`src/rtl/acker_da_pkg.sv`:
```
// Shared constants and entry layout for the data access buffer.
// The DA_SENSOR_FILTER_EN build option is handled in data_access_buffer and its interface.
package acker_da_pkg;

    localparam int unsigned DA_DATA_W = 14;
    localparam int unsigned DA_DEPTH  = 16;

    localparam logic [1:0] SENSOR_0 = 2'b00;
    localparam logic [1:0] SENSOR_1 = 2'b01;
    localparam logic [1:0] SENSOR_2 = 2'b10;
    localparam logic [1:0] SENSOR_3 = 2'b11;

    typedef struct packed {
        logic [1:0]           sensor;
        logic [DA_DATA_W-1:0] data;
    } da_entry_t;

endpackage

```
`src/rtl/data_access_buffer_if.sv`:
```
// Producer/consumer bus of the data access buffer.
// DA_SENSOR_FILTER_EN adds the sensor_mask input.
interface data_access_buffer_if #(
    parameter int unsigned DATA_W = 14,
    parameter int unsigned DEPTH  = 16
);
    localparam int unsigned CNT_W = $clog2(DEPTH) + 1;

    logic [DATA_W-1:0] da_Data_in;
    logic              da_Data_in_valid;
    logic [1:0]        da_sensor_type;
    logic              da_Ready_for_Data_in;
    logic              rd_req;
    logic [DATA_W-1:0] rd_data;
    logic [1:0]        rd_sensor;
    logic              rd_valid;
    logic [CNT_W-1:0]  fill_level;
    logic              empty;
    logic              full;
`ifdef DA_SENSOR_FILTER_EN
    logic [3:0]        sensor_mask;
`endif

    modport master (
`ifdef DA_SENSOR_FILTER_EN
        output sensor_mask,
`endif
        output da_Data_in, da_Data_in_valid, da_sensor_type, rd_req,
        input  da_Ready_for_Data_in, rd_data, rd_sensor, rd_valid,
               fill_level, empty, full
    );

    modport slave (
`ifdef DA_SENSOR_FILTER_EN
        input  sensor_mask,
`endif
        input  da_Data_in, da_Data_in_valid, da_sensor_type, rd_req,
        output da_Ready_for_Data_in, rd_data, rd_sensor, rd_valid,
               fill_level, empty, full
    );

endinterface

```
`src/rtl/da_sync_fifo.sv`:
```
// Single-clock FIFO storage with registered occupancy flags.
// Callers must not write when full nor read when empty.
module da_sync_fifo #(
    parameter int unsigned W     = 16,
    parameter int unsigned DEPTH = 16
) (
    input  logic                     clk,
    input  logic                     rst_n,
    input  logic                     wr_en,
    input  logic [W-1:0]             wr_entry,
    input  logic                     rd_en,
    output logic [W-1:0]             head_c,
    output logic [$clog2(DEPTH):0]   count,
    output logic                     empty,
    output logic                     full
);
    localparam int unsigned AW = $clog2(DEPTH);
    localparam int unsigned CW = AW + 1;

    logic [W-1:0]  mem [DEPTH];
    logic [AW-1:0] wr_ptr;
    logic [AW-1:0] rd_ptr;
    logic [CW-1:0] count_nxt;

    always_comb begin
        count_nxt = count;
        case ({wr_en, rd_en})
            2'b10:   count_nxt = count + CW'(1);
            2'b01:   count_nxt = count - CW'(1);
            default: count_nxt = count;
        endcase
    end

    // Power-of-two depth: pointers wrap naturally at DEPTH-1 -> 0
    always_ff @(posedge clk or negedge rst_n) begin
        if (!rst_n) begin
            wr_ptr <= '0;
            rd_ptr <= '0;
            count  <= '0;
            empty  <= 1'b1;
            full   <= 1'b0;
        end else begin
            if (wr_en) wr_ptr <= wr_ptr + AW'(1);
            if (rd_en) rd_ptr <= rd_ptr + AW'(1);
            count <= count_nxt;
            empty <= (count_nxt == '0);
            full  <= (count_nxt == CW'(DEPTH));
        end
    end

    always_ff @(posedge clk) begin
        if (wr_en) mem[wr_ptr] <= wr_entry;
    end

    assign head_c = mem[rd_ptr];

endmodule

```
`src/rtl/data_access_buffer.sv`:
```
// ADC sample buffer: valid/ready write side, request/pulse read side.
// DA_SENSOR_FILTER_EN drops samples whose sensor_mask bit is clear.
module data_access_buffer
    import acker_da_pkg::*;
#(
    parameter int unsigned DATA_W = DA_DATA_W,
    parameter int unsigned DEPTH  = DA_DEPTH
) (
    input  logic                 clock,
    input  logic                 reset,
    data_access_buffer_if.slave  bus
);
    localparam int unsigned EW = DATA_W + 2;
    localparam int unsigned CW = $clog2(DEPTH) + 1;

    logic          rst_done;
    logic          wr_xfer;
    logic          store;
    logic          rd_pop;
    logic [EW-1:0] head_c;
    logic [CW-1:0] fifo_count;
    logic          fifo_empty;
    logic          fifo_full;

    assign bus.da_Ready_for_Data_in = rst_done & ~fifo_full;
    assign wr_xfer = bus.da_Data_in_valid & bus.da_Ready_for_Data_in;
`ifdef DA_SENSOR_FILTER_EN
    // Filtered samples are still acknowledged, just not stored
    assign store = wr_xfer & bus.sensor_mask[bus.da_sensor_type];
`else
    assign store = wr_xfer;
`endif
    // No fall-through: a read while empty is ignored even with a write pending
    assign rd_pop = bus.rd_req & ~fifo_empty;

    assign bus.fill_level = fifo_count;
    assign bus.empty      = fifo_empty;
    assign bus.full       = fifo_full;

    da_sync_fifo #(
        .W     (EW),
        .DEPTH (DEPTH)
    ) u_fifo (
        .clk      (clock),
        .rst_n    (reset),
        .wr_en    (store),
        .wr_entry ({bus.da_sensor_type, bus.da_Data_in}),
        .rd_en    (rd_pop),
        .head_c   (head_c),
        .count    (fifo_count),
        .empty    (fifo_empty),
        .full     (fifo_full)
    );

    // Read outputs hold the last popped entry between pulses
    always_ff @(posedge clock or negedge reset) begin
        if (!reset) begin
            rst_done      <= 1'b0;
            bus.rd_valid  <= 1'b0;
            bus.rd_data   <= '0;
            bus.rd_sensor <= '0;
        end else begin
            rst_done     <= 1'b1;
            bus.rd_valid <= rd_pop;
            if (rd_pop) begin
                bus.rd_data   <= head_c[DATA_W-1:0];
                bus.rd_sensor <= head_c[EW-1:DATA_W];
            end
        end
    end

endmodule
```
`src/flat_wrapper.sv`:
```
// flat-port wrapper written by rule: the top's interface ports become plain ports
module data_access_buffer_flat import acker_da_pkg::*;
#(
    parameter int unsigned DATA_W = DA_DATA_W,
    parameter int unsigned DEPTH  = DA_DEPTH
)
  (clock, reset, bus_da_Data_in, bus_da_Data_in_valid, bus_da_sensor_type, bus_rd_req, bus_da_Ready_for_Data_in, bus_rd_data, bus_rd_sensor, bus_rd_valid, bus_fill_level, bus_empty, bus_full);
  data_access_buffer_if #(.DATA_W(DATA_W), .DEPTH(DEPTH)) bus_i ();
  input  logic clock;
  input  logic reset;
  input wire logic [$bits(bus_i.da_Data_in)-1:0] bus_da_Data_in;
  input wire logic [$bits(bus_i.da_Data_in_valid)-1:0] bus_da_Data_in_valid;
  input wire logic [$bits(bus_i.da_sensor_type)-1:0] bus_da_sensor_type;
  input wire logic [$bits(bus_i.rd_req)-1:0] bus_rd_req;
  output wire logic [$bits(bus_i.da_Ready_for_Data_in)-1:0] bus_da_Ready_for_Data_in;
  output wire logic [$bits(bus_i.rd_data)-1:0] bus_rd_data;
  output wire logic [$bits(bus_i.rd_sensor)-1:0] bus_rd_sensor;
  output wire logic [$bits(bus_i.rd_valid)-1:0] bus_rd_valid;
  output wire logic [$bits(bus_i.fill_level)-1:0] bus_fill_level;
  output wire logic [$bits(bus_i.empty)-1:0] bus_empty;
  output wire logic [$bits(bus_i.full)-1:0] bus_full;
  assign bus_i.da_Data_in = bus_da_Data_in;
  assign bus_i.da_Data_in_valid = bus_da_Data_in_valid;
  assign bus_i.da_sensor_type = bus_da_sensor_type;
  assign bus_i.rd_req = bus_rd_req;
  assign bus_da_Ready_for_Data_in = bus_i.da_Ready_for_Data_in;
  assign bus_rd_data = bus_i.rd_data;
  assign bus_rd_sensor = bus_i.rd_sensor;
  assign bus_rd_valid = bus_i.rd_valid;
  assign bus_fill_level = bus_i.fill_level;
  assign bus_empty = bus_i.empty;
  assign bus_full = bus_i.full;
  data_access_buffer #(.DATA_W(DATA_W), .DEPTH(DEPTH)) u_core (.clock(clock), .reset(reset), .bus(bus_i));
endmodule
```
`config.mk`:
```
export PLATFORM = sky130hd
export DESIGN_NAME = data_access_buffer_flat
export DESIGN_NICKNAME = d
export VERILOG_FILES = /design/src/rtl/acker_da_pkg.sv /design/src/rtl/data_access_buffer_if.sv /design/src/rtl/da_sync_fifo.sv /design/src/rtl/data_access_buffer.sv /design/src/flat_wrapper.sv
export SDC_FILE = /design/constraint.sdc
export NUM_CORES = 1
export LEC_CHECK = 0
export ABC_AREA = 1
export ABC_CLOCK_PERIOD_IN_PS = 2650
export CAP_MARGIN = 5
export CORE_MARGIN = 1.5
export CORE_UTILIZATION = 35
export CTS_CLUSTER_DIAMETER = 40
export CTS_CLUSTER_SIZE = 20
export DETAILED_ROUTE_END_ITERATION = 8
export MAX_ROUTING_LAYER = met4
export SYNTH_ARGS = -nofsm -noshare
export SYNTH_HDL_FRONTEND = slang
export SYNTH_SLANG_ARGS = --single-unit
export TNS_END_PERCENT = 10
```
`constraint.sdc`:
```
create_clock -name clock -period 2.65 [get_ports clock]
set_input_delay 0.6625 -clock clock [delete_from_list [all_inputs] [get_ports clock]]
set_output_delay 0.6625 -clock clock [all_outputs]
set_load 0.005 [all_outputs]
```
== Word-level counts from Yosys, hierarchy flattened ==
Memory sizes are Yosys's and may differ from the RTL's. A register that Yosys moved wholly into a read port is not among the register bits.
Index checks and enable logic that the tools add are counted.
Operators by class
  reduce and logical (&&, ||, !) cells: 2
  add/subtract/negate cells: 4
  muxes and demuxes: 3
  bitwise logic cells: 5
  equality and inequality tests: 3
Operators with widths (number)
  case mux 5 bit (2 select lines): 1
  adder 4 x 1 -> 4 bit, second input constant: 2
  adder 5 x 1 -> 5 bit, second input constant: 1
  == test 5 bit, second input constant: 1
  zero test 5 bit: 1
  subtractor 5 x 1 -> 5 bit, second input constant: 1
  AND 1 bit: 3
  == test 2 x 1 -> 1 bit, second input constant: 1
  == test 2 bit, second input constant: 1
  two-way mux 1 bit: 2
  NOT 1 bit: 2
  zero test 1 bit: 1
Storage, ports and cells
  bits in writable memories: 256
  bits of input ports: 20
  register bits after elaboration: 17
  output and inout port bits: 25
  memories: 1
Memory list
  u_core.u_fifo.mem: words 16, width 16, read ports 1, clocked after memory_dff 1, write ports 1, line da_sync_fifo.sv:20  | logic [W-1:0] mem [DEPTH];

== Longest topological paths before layout ==
  word-level depth: 6
  depth in mapped cells: 15
  depth with buffers taken out: 15

== By module ==
Synthesis repeated with hierarchy kept, for this count alone.
Second synthesis, totals
  cell total of the unflattened synthesis: 897
  area total of the unflattened synthesis: 11549.8 µm²
By module, submodules not included
  da_sync_fifo: area an instance 10805.4 µm², cells each 819, instances 1
  data_access_buffer: area an instance 744.5 µm², cells each 78, instances 1

== Worst setup path after synthesis ==
No wires, ideal clock.
  path type: in2reg
  start: input bus_da_Data_in_valid
  end: memory u_core.u_fifo.mem[11][0], enable pin
  data required time: 2.262 ns
  library setup time: 0.388 ns
  buffers on the path: 0
  slack: 0.487 ns
  data arrival time: 1.775 ns
  cell stages on the path: 4
  path through: nand3_4 -> inv_1 -> nand2_1 -> nor2_1
Between the ends
  cells in the longest elaborated chain, start to end: 3
RTL lines
  start, declared: line flat_wrapper.sv:12  | input wire logic [$bits(bus_i.da_Data_in_valid)-1:0] bus_da_Data_in_valid;
  AND 1 bit: line data_access_buffer.sv:26  | assign wr_xfer = bus.da_Data_in_valid & bus.da_Ready_for_Data_in;
  two-way mux 1 bit: line da_sync_fifo.sv:52  | if (wr_en) mem[wr_ptr] <= wr_entry;
  two-way mux 1 bit (not written as such): line da_sync_fifo.sv:52
  end, declared: line da_sync_fifo.sv:20
Every way passes these cells.

== Worst setup path in the final report ==
  start: register u_core.u_fifo.empty
  end: output bus_empty
RTL lines
  start, declared: line da_sync_fifo.sv:14  | output logic empty,
  start signal, assigned: line da_sync_fifo.sv:46  | empty <= (count_nxt == '0);
  end, declared: line flat_wrapper.sv:20  | output wire logic [$bits(bus_i.empty)-1:0] bus_empty;
No word-level cell between the ends.

==> results.toml <==
[outcome]
status = "completed"

[cells_and_area]
nNetsFinal = 978
syn_to_final_growth_pct = 21.50
design_area_um2 = 13990
diodes = 0
final_cells = 1418
layout-drive-gt1-share_pct = 13.22

[clock_network]
clock_path_buffers = 3
cts_tree = "done"
htree_num_levels = 2
cts_buffers = 34
post_cts_resized = 0
cts.hold.buffers_added = 0
cts-root-buf = "clkbuf_16"
path_clk_slew_ns = 0.05
cts_setup_buffers = 0
cts_sinks = 289
clk_latency_ns = 0.52

[synthesis]
async_reset_ff_share_pct = 11.42
synth-seq-cells = 289
synth_cell_types = 33
synthCells = 885
synth_ff_type = "edfxtp_1"
synth_area_leaders = "edfxtp_1 67%, dfrtp_1 7.0%, o21ai_0 5.5%"
synth.cell_area_um2 = 11520
synth_area_leader_cell = "edfxtp_1"
yosysWarnings = 0
syn_nets = 912
synth_top_cell_area_share_pct = 66.75
synth_edf_count = 256
synth.avg_cell_area_um2 = 13.01
ys_seq_area_share_pct = 73.93

[grt]
met2_usage_pct = 25.37
grt_use_met1_pct = 23.16
gr-total-overflow = 0
grt_max_degree = 84
grt_pass1_wl_um = 41780
antenna_found_initial = 0
use_met3_pct = 2.845
busiest_layer = "met2"
grt_pass1_vias = 7033
grtUsageTotal_pct = 16.75

[place]
io_buffers = 44
dpl.cell_count = 1357
place_congestion = 0.8307
place_area_um2 = 12810
hpwl_um = 16250
post-place-ws_ns = 0.05520

[timing]
worst_slew_pin_slew_ns = 0.7337
fin_ws_ns = 0.4270
grt_setup_unrepaired = "false"
slew_headroom_pct = 50.94
maxSlewViolCount = 0
fmax_mhz = 449.8
period_needed_ns = 2.223
clock_skew_ns = 0.03385
setup-tns-final_ns = 0
finalHoldViolations = 0
fin_crit_sh_pct = 83.89
setup_violations = 0

[drt]
viasPerCell = 5.115
wl_per_cell_um = 18.95
vias = 7253
dr.pass1.iters = 5
ant_nets = 0
route.detailed.drc = 0
wirelength_um = 26880
drt_iter0_markers = 649

[setup_path]
crit_path_end_kind = "output port"
path_class = "reg2out"
crit_chain = "clkdlybuf4s50_1"
critPathRequiredTime_ns = 1.99
crit_buf_inv = 1
cp-start-kind = "flop"
startpoint = "u_core.u_fifo.empty"
path_max_fanout = 3
cp.arrival_ns = 1.56
critPathTopFamily = "flip-flops"
cp_slowest_cell = "dfstp_2"
cpPeakStageDelay_ns = 0.56
rr_startpoint = "u_core.u_fifo.rd_ptr[0]"

[die]
io_pins = 45
chipHeight_um = 184.4
initial_core_util_pct = 35.49
core_um2 = 32450
dieWidth_um = 184.4
die-area_um2 = 34000
num_rows = 66

[pwr]
power_leakage_uw = 0.004766
pwr-share-seq_pct = 37.8
p_switching_uw = 5173
total_power_uw = 15260
p_per_area_nw_per_um2 = 1090
power.share.clock_pct = 31.6
p_int_uw = 10080
combinationalPowerShare_pct = 30.6
worst_ir_drop_vdd_v = 0.0005740
netSwitchingFraction_pct = 33.91

[min_path]
hp-class = "in2async"

[job]
cap_viol_max_count = 0
## cells in the final DEF (no fill, tap or decap), types with 2 or more instances in the layout
master	netlist	final
edfxtp_1	256	256
nor2_1	167	151
o21ai_0	127	127
nand2_1	64	64
clkdlybuf4s50_1	0	43
o221ai_1	41	41
clkbuf_16	0	35
nand3_1	33	33
dfrtp_1	32	31
inv_1	24	24
buf_4	4	21
buf_12	0	20
nor2_2	0	16
a21oi_1	14	14
o21ai_1	11	11
o211ai_1	10	10
a31oi_1	9	9
o22ai_1	7	7
ha_1	7	7
xor2_1	6	6
inv_6	0	6
bufinv_16	0	5
nand2_2	4	4
nand4_1	4	4
clkinv_2	0	4
inv_2	4	3
clkbuf_1	11	3
nand3b_1	2	2
clkinvlp_4	0	2
clkinv_4	0	2
clkinv_1	0	2
inv_8	0	2
## per-stage QoR
| step | hold slack [ns] | utilization [%] |
|---|---|---|
| final | 0.1892 | 43.12 |
| after global routing | 0.2339 | 43.12 |
| after CTS | 0.2026 | 43.12 |
| after detailed placement | 0.4693 | 39.48 |
| after global placement | 0.4689 | 39.48 |
| after floorplan | 0.3669 | - |
## path summary, 6_finish.rpt
check | slack [ns] | endpoint | cells past startpoint
worst max-delay path | 0.43 | bus_empty | 1
max in group asynchronous | 1.85 | u_core.bus.rd_data[7] | 2
min in group clock | 0.48 | u_core.bus.rd_data[10] | 2
worst max register to register | 0.52 | u_core.bus.rd_data[7] | 7
worst min register to register | 0.48 | u_core.bus.rd_data[10] | 2
worst min-delay path | 0.19 | u_core.u_fifo.rd_ptr[0] | 1
## state kept, by name (all words and copies together), names as in the netlist
register / count
u_core.rst_done: 1
u_core.u_fifo.wr_ptr: 4
u_core.u_fifo.mem: 256
u_core.bus.rd_sensor: 2
u_core.u_fifo.full: 1
u_core.bus.rd_valid: 1
u_core.bus.rd_data: 14
u_core.u_fifo.count: 5
u_core.u_fifo.empty: 1
u_core.u_fifo.rd_ptr: 4
## synthesized netlist by cell type (10+ instances only)
cell      number
edfxtp_1     256
nor2_1       167
o21ai_0      127
nand2_1       64
o221ai_1      41
nand3_1       33
dfrtp_1       32
buf_2         28
inv_1         24
a21oi_1       14
clkbuf_1      11
o21ai_1       11
o211ai_1      10
## layout make-up
type,instances,area [um^2]
Inverter,28,106.4
Multi-Input combinational cell,513,2641
Timing Repair Buffer,85,993.5
Fill cell,2924,18460
Clock buffer,39,900.9
Tap cell,442,553.0
Sequential cell,289,8518
Clock inverter,22,280.3
## power by group through the flow
stage	Sequential [uW]	Combinational, uW	Clock (uW)
after floorplan	5710	2980	0
after global placement	5840	4610	0
after detailed placement	5860	4660	0
after CTS	5770	4680	4910
after global routing	5820	5170	5080
final	5760	4670	4820
## cell families (layout without fill, tap and decap cells)
group	after synthesis	count (layout)	synth area share [%]
flops	289	289	73.93
simple gates	279	279	10.02
compound gates	219	219	11.24
buf+inv	83	174	3.487
fa+ha+maj	7	7	0.7604
xor+xnor	7	7	0.5323
other cells	1	1	0.03256
## per-layer routing
layer / wire [um] / up-vias / part of all wire [%]
met3: 1733 / 47 / 6.4
met5: 0 / - / 0
li1: - / 3394 / -
met4: 554 / 0 / 2.1
met2: 12340 / 225 / 46
met1: 12240 / 3587 / 46
(Power assumes the default switching activity.)
